**src/rtl/ssc_corr_collector_pkg.sv**
```systemverilog
// Shared register map, event word layout and status word layout for the
// correlator event collector.
package ssc_corr_collector_pkg;

    localparam int unsigned DATA_W  = 32;
    localparam int unsigned CH_ID_W = 4;
    localparam int unsigned TS_W    = 27;

    localparam logic [15:0] SSC_ADDR_SEEN  = 16'h0108;
    localparam logic [15:0] SSC_ADDR_EVT   = 16'h010C;
    localparam logic [15:0] SSC_ADDR_STAT  = 16'h0110;
    localparam logic [15:0] SSC_ADDR_IRQEN = 16'h0114;

    // Queued event: valid flag, channel id, truncated sample timestamp
    typedef struct packed {
        logic               valid;
        logic [CH_ID_W-1:0] ch;
        logic [TS_W-1:0]    ts;
    } evt_word_t;

    typedef struct packed {
        logic [7:0] rsvd_hi;
        logic [7:0] drop_cnt;
        logic [4:0] rsvd_mid;
        logic       overflow;
        logic       full;
        logic       empty;
        logic [2:0] rsvd_lo;
        logic [4:0] level;
    } stat_word_t;

endpackage

```
**src/rtl/ssc_evt_fifo.sv**
```systemverilog
// Synchronous show-ahead event FIFO; flush overrides push and pop.
module ssc_evt_fifo #(
    parameter int unsigned DEPTH = 8,
    parameter int unsigned WIDTH = 32
) (
    input  logic                     clk,
    input  logic                     rst,
    input  logic                     push,
    input  logic                     pop,
    input  logic                     flush,
    input  logic [WIDTH-1:0]         data,
    output logic                     full,
    output logic                     empty,
    output logic [$clog2(DEPTH):0]   level,
    output logic [WIDTH-1:0]         head
);
    localparam int unsigned AW = $clog2(DEPTH);

    logic [WIDTH-1:0] mem [DEPTH];
    logic [AW-1:0]    rd_ptr;
    logic [AW-1:0]    wr_ptr;
    logic [AW:0]      count;
    logic             do_push;
    logic             do_pop;

    assign empty   = (count == '0);
    assign full    = (count == (AW+1)'(DEPTH));
    assign level   = count;
    assign head    = mem[rd_ptr];
    // A pop frees a slot in the same cycle, so a full FIFO still accepts push+pop
    assign do_pop  = pop & ~empty & ~flush;
    assign do_push = push & ~flush & (~full | do_pop);

    always_ff @(posedge clk or negedge rst) begin
        if (!rst) begin
            rd_ptr <= '0;
            wr_ptr <= '0;
            count  <= '0;
        end else if (flush) begin
            rd_ptr <= '0;
            wr_ptr <= '0;
            count  <= '0;
        end else begin
            if (do_push) wr_ptr <= wr_ptr + AW'(1);
            if (do_pop)  rd_ptr <= rd_ptr + AW'(1);
            if (do_push && !do_pop)      count <= count + (AW+1)'(1);
            else if (do_pop && !do_push) count <= count - (AW+1)'(1);
        end
    end

    always_ff @(posedge clk) begin
        if (do_push) mem[wr_ptr] <= data;
    end

endmodule

```
**src/rtl/ssc_corr_collector.sv**
```systemverilog
// Collects correlation strobes from the slices into a sticky seen vector and a
// timestamped event FIFO, merges slice read data and drives the interrupt.
module ssc_corr_collector
    import ssc_corr_collector_pkg::*;
#(
    parameter int unsigned NCH        = 16,
    parameter int unsigned FIFO_DEPTH = 8
) (
    input  logic                  clk,
    input  logic                  rst,
    input  logic [DATA_W-1:0]     addr,
    input  logic [DATA_W-1:0]     Wdata,
    input  logic                  write,
    input  logic                  read,
    input  logic [NCH-1:0]        cseen,
    input  logic [DATA_W-1:0]     sample_cnt,
    input  logic [NCH*DATA_W-1:0] Rdata_ch,
    output logic [DATA_W-1:0]     Rdata,
    output logic                  irq
);
    localparam int unsigned LVL_W = $clog2(FIFO_DEPTH) + 1;

    logic [NCH-1:0]    prev_cseen;
    logic [NCH-1:0]    seen;
    logic [NCH-1:0]    pending;
    logic [NCH-1:0]    irq_en_ch;
    logic              irq_en_fifo;
    logic              overflow;
    logic [7:0]        drop_cnt;
    logic              prev_seen_rd;
    logic              prev_evt_rd;

    logic [NCH-1:0]    rise;
    logic [NCH-1:0]    svc_clear;
    logic              svc_valid;
    logic [CH_ID_W-1:0] svc_ch;
    logic              hit_seen, hit_evt, hit_stat, hit_irqen;
    logic              seen_clr, pop_req, pop_eff, flush, drop;
    logic              fifo_full, fifo_empty;
    logic [LVL_W-1:0]  fifo_level;
    logic [DATA_W-1:0] fifo_head;
    evt_word_t         evt;
    stat_word_t        stat;
    logic [DATA_W-1:0] local_rd;
    logic [DATA_W-1:0] slice_or;
    logic              unused_bits;

    assign hit_seen  = (addr[15:0] == SSC_ADDR_SEEN);
    assign hit_evt   = (addr[15:0] == SSC_ADDR_EVT);
    assign hit_stat  = (addr[15:0] == SSC_ADDR_STAT);
    assign hit_irqen = (addr[15:0] == SSC_ADDR_IRQEN);

    // Side effects fire only on the first cycle of a held read
    assign seen_clr  = read & hit_seen & ~prev_seen_rd;
    assign pop_req   = read & hit_evt & ~prev_evt_rd;
    assign pop_eff   = pop_req & ~fifo_empty;
    assign flush     = write & hit_stat & Wdata[0];

    assign rise      = cseen & ~prev_cseen;
    assign svc_valid = |pending;
    assign svc_clear = pending & (~pending + NCH'(1));
    assign drop      = svc_valid & (flush | (fifo_full & ~pop_eff));

    always_comb begin
        svc_ch = '0;
        for (int i = int'(NCH) - 1; i >= 0; i--) begin
            if (pending[i]) svc_ch = CH_ID_W'(i);
        end
    end

    always_comb begin
        evt       = '0;
        evt.valid = 1'b1;
        evt.ch    = svc_ch;
        evt.ts    = sample_cnt[TS_W-1:0];
    end

    ssc_evt_fifo #(
        .DEPTH (FIFO_DEPTH),
        .WIDTH (DATA_W)
    ) u_fifo (
        .clk   (clk),
        .rst   (rst),
        .push  (svc_valid),
        .pop   (pop_req),
        .flush (flush),
        .data  (evt),
        .full  (fifo_full),
        .empty (fifo_empty),
        .level (fifo_level),
        .head  (fifo_head)
    );

    always_ff @(posedge clk or negedge rst) begin
        if (!rst) begin
            prev_cseen   <= '0;
            seen         <= '0;
            pending      <= '0;
            irq_en_ch    <= '0;
            irq_en_fifo  <= 1'b0;
            overflow     <= 1'b0;
            drop_cnt     <= '0;
            prev_seen_rd <= 1'b0;
            prev_evt_rd  <= 1'b0;
            irq          <= 1'b0;
        end else begin
            prev_cseen   <= cseen;
            seen         <= (seen & ~{NCH{seen_clr}}) | rise;
            pending      <= (pending & ~svc_clear) | rise;
            prev_seen_rd <= read & hit_seen;
            prev_evt_rd  <= read & hit_evt;
            if (write && hit_irqen) begin
                irq_en_ch   <= Wdata[NCH-1:0];
                irq_en_fifo <= Wdata[31];
            end
            // A flush restarts drop accounting, but an event lost to it still counts
            if (flush) begin
                overflow <= drop;
                drop_cnt <= 8'(drop);
            end else if (drop) begin
                overflow <= 1'b1;
                if (drop_cnt != 8'hFF) drop_cnt <= drop_cnt + 8'd1;
            end
            irq <= (|(seen & irq_en_ch)) | (irq_en_fifo & ~fifo_empty);
        end
    end

    always_comb begin
        stat          = '0;
        stat.drop_cnt = drop_cnt;
        stat.overflow = overflow;
        stat.full     = fifo_full;
        stat.empty    = fifo_empty;
        stat.level    = 5'(fifo_level);
    end

    always_comb begin
        slice_or = '0;
        for (int n = 0; n < int'(NCH); n++) begin
            slice_or = slice_or | Rdata_ch[n*DATA_W +: DATA_W];
        end
        local_rd = '0;
        if (hit_seen)  local_rd = DATA_W'(seen);
        if (hit_evt)   local_rd = fifo_empty ? '0 : fifo_head;
        if (hit_stat)  local_rd = stat;
        if (hit_irqen) begin
            local_rd     = DATA_W'(irq_en_ch);
            local_rd[31] = irq_en_fifo;
        end
        Rdata = read ? (slice_or | local_rd) : '0;
    end

    assign unused_bits = ^{addr[31:16], Wdata, sample_cnt[DATA_W-1:TS_W]};

endmodule
```
**config.mk**
```make
export PLATFORM = sky130hd
export DESIGN_NAME = ssc_corr_collector
export DESIGN_NICKNAME = d
export VERILOG_FILES = /design/src/rtl/ssc_corr_collector_pkg.sv /design/src/rtl/ssc_evt_fifo.sv /design/src/rtl/ssc_corr_collector.sv
export SDC_FILE = /design/constraint.sdc
export NUM_CORES = 1
export LEC_CHECK = 0
export CAP_MARGIN = 25
export CORE_AREA = 2 2 256 258
export CTS_CLUSTER_DIAMETER = 30
export DETAILED_ROUTE_END_ITERATION = 8
export DIE_AREA = 0 0 258 260
export MAX_ROUTING_LAYER = met4
export SLEW_MARGIN = 20
export SYNTH_ARGS = -nofsm -noshare
export SYNTH_HDL_FRONTEND = slang
export SYNTH_SLANG_ARGS = --single-unit
```
**constraint.sdc**
```tcl
create_clock -name clk -period 12.27 [get_ports clk]
set_clock_uncertainty 0.15 [all_clocks]
set_input_delay 3.0675 -clock clk [delete_from_list [all_inputs] [get_ports clk]]
set_output_delay 3.0675 -clock clk [all_outputs]
set_load 0.01 [all_outputs]
```
==> results of run 1 <==
routing by layer:
layer / up-vias / GRT usage (%)
li1: 5569 / -
met1: 5948 / 19.67
met2: 542 / 27.57
met3: 95 / 4.795
met4: 0 / 5.572
met5: - / -
stage by stage:
stage / area, sq um / hold WS (ns) / cells / utilization, %
6_report: 24850 / 0.2794 / 2608 / 38.76
5_1_grt: 24850 / 0.2904 / 2608 / 38.76
4_1_cts: 24800 / 0.2768 / 2599 / 38.68
3_5_place_dp: 22330 / 0.2709 / 2465 / 34.82
3_3_place_gp: 22310 / 0.2591 / 2463 / 34.80
2_1_floorplan: 15030 / 0.2388 / 1009 / -
flip-flops by register name, indices dropped and copies added, names as in the netlist:
| signal | count |
|---|---|
| drop_cnt | 8 |
| irq | 1 |
| irq_en_ch | 16 |
| irq_en_fifo | 1 |
| overflow | 1 |
| pending | 16 |
| prev_cseen | 16 |
| prev_evt_rd | 1 |
| prev_seen_rd | 1 |
| seen | 16 |
| u_fifo.level | 4 |
| u_fifo.mem | 248 |
| u_fifo.rd_ptr | 3 |
| u_fifo.wr_ptr | 3 |
worst max-delay path: cells and delay by family:
kind	cells	cell delay, ns
buf+inv	3	1.26
simple gates	3	1.65
compound gates	2	0.28
layout make-up:
class	instances	area, sq um	area share, %
antenna	7	17.52	0.07049
clock inverter	52	543.0	2.185
multi-input combinational	618	5202	20.93
clock buffer	82	1933	7.779
sequential	335	9630	38.75
inverter	17	63.81	0.2568
tap	855	1070	4.305
timing repair buffer	642	6391	25.72
worst max path at each step:
| stage | to | start | slack [ns] | cells past startpoint |
|---|---|---|---|---|
| 3_3_place_gp | Rdata[2] | addr[12] | 2.43 | 7 |
| 4_1_cts | Rdata[31] | addr[12] | 2.39 | 6 |
| 6_report | Rdata[2] | addr[12] | 2.78 | 8 |
| 2_1_floorplan | Rdata[8] | addr[12] | 4.27 | 6 |
| 5_1_grt | Rdata[2] | addr[12] | 2.61 | 8 |
| 3_5_place_dp | Rdata[31] | addr[12] | 2.40 | 6 |
cell usage in the layout (no fill, tap or decap), types with 5 or more instances in the layout:
cell type | synthesis | layout
o211ai_1 | 5 | 5
nand3_1 | 13 | 12
nor2_1 | 35 | 29
nand4_1 | 30 | 30
mux2i_1 | 34 | 34
inv_6 | 0 | 8
o21a_1 | 14 | 14
a22oi_1 | 14 | 14
ha_1 | 5 | 5
nor4_1 | 132 | 132
diode_2 | 0 | 7
nor2b_1 | 11 | 11
or4b_1 | 5 | 5
or4_1 | 12 | 12
and2_1 | 21 | 21
clkinv_2 | 0 | 11
o21ai_1 | 9 | 9
dfrtp_1 | 87 | 84
bufinv_16 | 0 | 6
clkinv_4 | 0 | 11
a21o_1 | 15 | 15
a21oi_1 | 24 | 24
edfxtp_1 | 248 | 248
mux2_2 | 18 | 18
nand2_1 | 44 | 44
o31ai_1 | 9 | 9
inv_1 | 17 | 17
clkinvlp_4 | 0 | 7
mux4_2 | 62 | 62
a211oi_1 | 8 | 8
clkdlybuf4s50_1 | 0 | 622
a221oi_1 | 9 | 9
o21ai_0 | 42 | 42
clkbuf_16 | 0 | 75
nor2_4 | 0 | 6
buf_4 | 0 | 15
clkinv_1 | 0 | 6
power breakdown:
part | internal [mW] | total [mW] | switching, mW
Combinational | 0.329 | 0.685 | 0.356
Clock | 1.27 | 1.92 | 0.645
Sequential | 1.51 | 1.61 | 0.103
Total | 3.11 | 4.22 | 1.10
kinds of logic (layout without fill, tap and decap cells):
logic type	Yosys count	in the layout	synth area share, %
fa+ha+maj	6	6	0.5496
other cells	0	7	0
simple gates	335	335	13.62
xor+xnor	2	2	0.1166
compound gates	161	161	7.028
mux	114	114	12.91
buf+inv	56	793	1.724
flops	335	335	64.05
==> summary.txt, run 1 <==
Run status
  • Outcome: completed

Synth
  • EDFF count, synth: 248
  • Mapped Nets: 1,643
  • Synth cell types: 59
  • Cells after Synth: 1,009
  • Prevailing post-synth register cell: edfxtp_1
  • Post-synth top area cell: edfxtp_1
  • Synth area leaders: edfxtp_1 50%, dfrtp_1 14%, mux4_2 9.3%
  • Syn Area/Cell: approximately 15 sq um
  • Yosys top cell area share: approximately half
  • Seq/Total Area, Yosys: 64.05%
  • Post-synthesis cell area: about 0.015 sq mm
  • #FFs+latches synth: 335
  • Yosys warns: 0
  • Top cells by count, synth: 248 x edfxtp_1, 132 x nor4_1, 87 x dfrtp_1
  • Most frequent cell after synthesis: edfxtp_1
  • Ys async rst share: between 20% and 30%

Routing
  • Avg WL per Cell: 21.47 um
  • Top layer in use: met4
  • DRT Wirelength: around 56,000 um
  • DR iter-0 viols: 683
  • Metal-1 WL: about 22,000 um
  • DR WL met3: 4665 um
  • Final ANT Viol Nets: 0
  • TritonRoute pass-1 iters: 5
  • WL met2: ~28,000 um
  • Drc violations: 0
  • DR vias: 12,154
  • Routed vias/inst: 4.660

Hold path
  • Hold Crit Start: prev_cseen[0]
  • Worst Hold Class: reg -> reg
  • Worst hold path stage count: 1
  • Hold Path End: pending[0]

Global routing
  • Largest net degree at the start of global routing: 73
  • Gr ovfl total: 0
  • GRT Util Overall: approximately 17%
  • Initial antenna violation count: 8
  • Global-route wire length before repair: slightly above 80,000 um
  • Vias in the first global route: around 13,000

Clocking
  • H-tree depth: 3
  • CTS tree: built
  • Clock latency on the worst-skew pair: 0.58 ns
  • Clock Path Buffers: 3
  • Postcts setup bufs: 0
  • Root Driver: clkbuf_16
  • TritonCTS Sinks: ~340
  • PostCTS Resize Cnt: 0
  • Clk pin slew, worst setup/hold paths: 0.04 ns
  • Total CTS buffers: 74
  • Hold_buf cts: 0

Die
  • # rows: 93
  • DIE AREA: between 0.06 and 0.07 sq mm
  • Area of the core: 0.06412 sq mm
  • Die Wd: around 260 um
  • IO Count: roughly 660
  • DIE HEIGHT: 260 um
  • Initial Util: around a quarter

Critical path
  • CP cell instances: clkdlybuf4s50_1, or4_1, nor4_4, buf_6, a22oi_1, nand2_1, o21a_1, clkdlybuf4s50_1
  • R2R setup slack: 8.82 ns
  • Delay of the slowest cell on the worst path: 0.74 ns
  • WP data required: 9.05 ns
  • RR Startpoint: pending[12]
  • CP Launch Type: input port
  • Crit path kind: in -> out
  • Worst setup EP type: output pin
  • Critical path's slowest cell: or4_1
  • Worst-path fanout max: 11
  • Reg2reg end: u_fifo.level[3]
  • Crit path top cell by count: clkdlybuf4s50_1
  • Critical Path AT: 6.27 ns
  • R2R depth: 11

STA
  • Period utilization: 77.34%
  • RSZ-0062 raised after global routing: no
  • Final Setup Violations: 0
  • Min cycle time layout: 9.489 ns
  • Setup WS post-layout: 2.781 ns
  • Pins Over Slew Limit: 0
  • Worst slew margin: 29.05%
  • Total negative slack: 0 ns
  • Fmax: 0.1054 GHz
  • Worst Tran Pin Value: 1.055 ns
  • Final hold vios: 0

Job
  • MaxCap Viol Count: 0

Cells and area
  • Share of layout cells above drive strength 1: 14.66%
  • Nets: 2,322
  • Fillers: 5,980
  • P&R area growth vs syn: 65.39%

Placement
  • # port buffers: 624
  • Post-DP HPWL: 41,110 um
  • Pre-CTS setup slack: 2.401 ns
  • GPL Wtd Cong: 0.8704

Power
  • VDD IR max: 0.1286 mV
  • Pwr Density: 169.7 mW/mm^2
  • Leak Pwr: approximately 8.4 nW
  • Post-layout power: 4.216 mW
(Power assumes the default switching activity.)
==> inputs of run 2 (changes only) <==
--- a/config.mk
+++ b/config.mk
@@ -6,10 +6,10 @@
 export NUM_CORES = 1
 export LEC_CHECK = 0
 export CAP_MARGIN = 25
-export CORE_AREA = 2 2 256 258
+export CORE_AREA = 2 2 255 257
 export CTS_CLUSTER_DIAMETER = 30
 export DETAILED_ROUTE_END_ITERATION = 8
-export DIE_AREA = 0 0 258 260
+export DIE_AREA = 0 0 257 259
 export MAX_ROUTING_LAYER = met4
 export SLEW_MARGIN = 20
 export SYNTH_ARGS = -nofsm -noshare
==> constraint.sdc (replaced) <==
create_clock -name clk -period 8.3 [get_ports clk]
set_clock_uncertainty 0.15 [all_clocks]
set_input_delay 2.075 -clock clk [delete_from_list [all_inputs] [get_ports clk]]
set_output_delay 2.075 -clock clk [all_outputs]
set_load 0.01 [all_outputs]
==> run 2 against run 1 <==
Cell area is 0.73% lower. Register-to-register slack worse by 4.0 ns. Worst hold slack worse by 0.013 ns. Critical endpoint is now Rdata[1]. Non-clock buffer count up 2. Flip-flop and latch count did not move. Sequential power increased by 47%. Count of clock-buffer cells in the layout decreased by 4. Largest power group unchanged. Highest routed layer unchanged. Clock power grew 39%. Power up 44%. Combinational power grew 47%. Critical path depth unchanged.
==> summary.txt, run 2 (synthesis gave the netlist of run 1 again) <==
Global routing
  • GRT Util Overall: 16.52% (-0.22 points)
  • Gr ovfl total: 0 (unchanged)
  • Initial antenna violation count: 3 (-5)
  • Vias in the first global route: 12,763 (-1.3%)
  • Global-route wire length before repair: 79,610 um (-1.0%)
  • Largest net degree at the start of global routing: 46 (-37%)

Cells and area
  • P&R area growth vs syn: 64.19%
  • Top reg by flops: u_fifo.mem
  • Most frequent cells in the layout: 622 x clkdlybuf4s50_1, 248 x edfxtp_1, 132 x nor4_1, 84 x dfrtp_1, 72 x clkbuf_16
  • Commonest non-fill, non-tap cell in the layout: clkdlybuf4s50_1
  • Max reg flops: 248 (unchanged)
  • Nets: 2,320 (-0.086%)
  • Share of layout cells above drive strength 1: 14.42% (-0.25 points)

Clocking
  • Clock Path Buffers: 3 (unchanged)
  • H-tree depth: 3 (unchanged)
  • Clk pin slew, worst setup/hold paths: 0.05 ns (about the same)
  • TritonCTS Sinks: 335 (unchanged)
  • CTS tree: built
  • Clock latency on the worst-skew pair: 0.57 ns (about the same)
  • Total CTS buffers: 70 (-5.4%)
  • Hold_buf cts: 0 (unchanged)
  • Root Driver: clkbuf_16
  • PostCTS Resize Cnt: 0 (unchanged)
  • Postcts setup bufs: 0 (unchanged)

STA
  • Min cycle time layout: a little under 8 ns
  • Final Setup Violations: 0 (unchanged)
  • Total negative slack: 0 ns (unchanged)
  • Worst slew margin: 36.97% (+7.9 points)
  • Period utilization: 93.03%
  • RSZ-0062 raised after global routing: no
  • Setup WS post-layout: 0.5781 ns (-2.203 ns)
  • Worst Tran Pin Value: 0.9428 ns (-0.1117 ns)
  • Final hold vios: 0 (unchanged)
  • Pins Over Slew Limit: 0 (unchanged)
  • WHS: 0.2660 ns (-0.01336 ns)
  • Fmax: roughly 0.13 GHz

Die
  • Initial Util: 23.52% (+0.085 points)
  • DIE AREA: 0.06656 sq mm (-0.77%)
  • Die Wd: 257 um (-0.39%)
  • # rows: 93 (unchanged)
  • IO Count: 661 (unchanged)
  • Area of the core: 0.06388 sq mm (-0.36%)
  • DIE HEIGHT: 259 um (-0.38%)

Critical path
  • Worst setup EP type: output pin
  • Critical path's slowest cell: or4b_1
  • Critical Path AT: 5.50 ns (-0.77 ns)
  • WP depth: 8 (unchanged)
  • Crit path kind: in -> out
  • Reg2reg end: u_fifo.level[3]
  • Critical path's top delay family: simple AND/OR/NAND/NOR gates
  • Delay of the slowest cell on the worst path: 0.69 ns (-0.05 ns)
  • CP cell instances: clkdlybuf4s50_1, or4b_1, nor2_2, nand3_2, buf_4, nor2_1, o21a_1, clkdlybuf4s50_1
  • RR Startpoint: pending[13]
  • Worst path buffer plus inverter count: 3 (unchanged)
  • Worst-path fanout max: 17 (+6)
  • R2R depth: 11 (unchanged)
  • R2R setup slack: 4.86 ns (-3.96 ns)
  • Crit path top cell by count: clkdlybuf4s50_1
  • WP data required: 6.08 ns (-2.97 ns)
  • CP Launch Type: input port

Routing
  • Avg WL per Cell: 21.42 um (-0.26%)
  • Routed vias/inst: 4.652 (-0.17%)
  • Final ANT Viol Nets: 0 (unchanged)
  • DRT Wirelength: 55,650 um (-0.64%)
  • Drc violations: 0 (unchanged)
  • DR vias: 12,087 (-0.55%)
  • DR iter-0 viols: 860 (+26%)
  • TritonRoute pass-1 iters: 5 (unchanged)

Power
  • Internal power: 4.459 mW (+43%)
  • Switching power: 1.602 mW (+45%)
  • Flop pwr share: 39.2% (+0.9 points)
  • Post-layout power: 6.060 mW (+44%)
  • Switching Share: 26.43% (+0.26 points)
  • VDD IR max: 0.1350 mV (+4.9%)
  • Pwr Density: 245.7 mW/mm^2 (+45%)
  • Clock group share of total power: 44.1% (-1.4 points)
  • Leak Pwr: 8.355 nW (-0.83%)
  • Combinational cell fraction of total power: 16.7% (+0.5 points)

Run status
  • Outcome: completed

Hold path
  • Hold Path End: pending[0]
  • Worst Hold Class: reg -> reg
  • Hold Crit Start: prev_cseen[0]
  • Worst hold path stage count: 1 (unchanged)

Placement
  • # port buffers: 624 (unchanged)
  • GPL Wtd Cong: 0.8806 (+1.2%)
  • Pre-CTS setup slack: 0.4805 ns (-1.920 ns)
  • Post-DP HPWL: 41,050 um (-0.13%)

Job
  • MaxCap Viol Count: 0 (unchanged)
## run 2: area by class of cell
| class | count | area [sq um] |
|---|---|---|
| antenna | 2 | 5.005 |
| clock buffer | 78 | 1834 |
| clock inverter | 49 | 467.9 |
| fill | 5917 | 39210 |
| inverter | 17 | 63.81 |
| multi-input combinational | 618 | 5207 |
| sequential | 335 | 9633 |
| tap | 855 | 1070 |
| timing repair buffer | 644 | 6389 |
## run 2: metal layers
layer	wire [um]	share of wire (%)	vias to the layer above	global-route usage (%)
li1	-	-	5547	-
met1	23590	42	5959	20.67
met2	27380	49	521	27.10
met3	3742	6.7	60	3.408
met4	935	1.7	0	4.700
met5	0	0	-	-
## run 2: power by group through the flow
stage	Clock, mW	Combinational, mW	Sequential, mW
after floorplan	0	0.437	2.35
after global placement	0	1.01	2.38
after detailed placement	0	1.03	2.40
after CTS	2.73	1.04	2.38
after global routing	2.81	1.10	2.41
final	2.67	1.01	2.37
## run 2: how the worst max path moves through the flow
stage / start / endpoint
after floorplan: addr[4] / u_fifo.mem[0][0]
after global placement: addr[1] / Rdata[17]
after detailed placement: addr[7] / Rdata[17]
after CTS: addr[1] / Rdata[17]
after global routing: addr[7] / Rdata[17]
final: addr[7] / Rdata[1]
## run 2: through the flow
stage / util, % / cell area [sq um] / instances
floorplan: - / 15030 / 1009
global placement: 34.99 / 22360 / 2469
detailed placement: 35.00 / 22360 / 2469
CTS: 38.60 / 24660 / 2596
global route: 38.62 / 24670 / 2598
finish: 38.62 / 24670 / 2598
==> inputs of run 3 (changes only) <==
--- a/config.mk
+++ b/config.mk
@@ -10,6 +10,7 @@
 export CTS_CLUSTER_DIAMETER = 30
 export DETAILED_ROUTE_END_ITERATION = 8
 export DIE_AREA = 0 0 257 259
+export GPL_ROUTABILITY_DRIVEN = 0
 export MAX_ROUTING_LAYER = met4
 export SLEW_MARGIN = 20
 export SYNTH_ARGS = -nofsm -noshare
==> results of run 3 <==
Same layout as run 2: the final DEF is identical, and so are final timing and power.
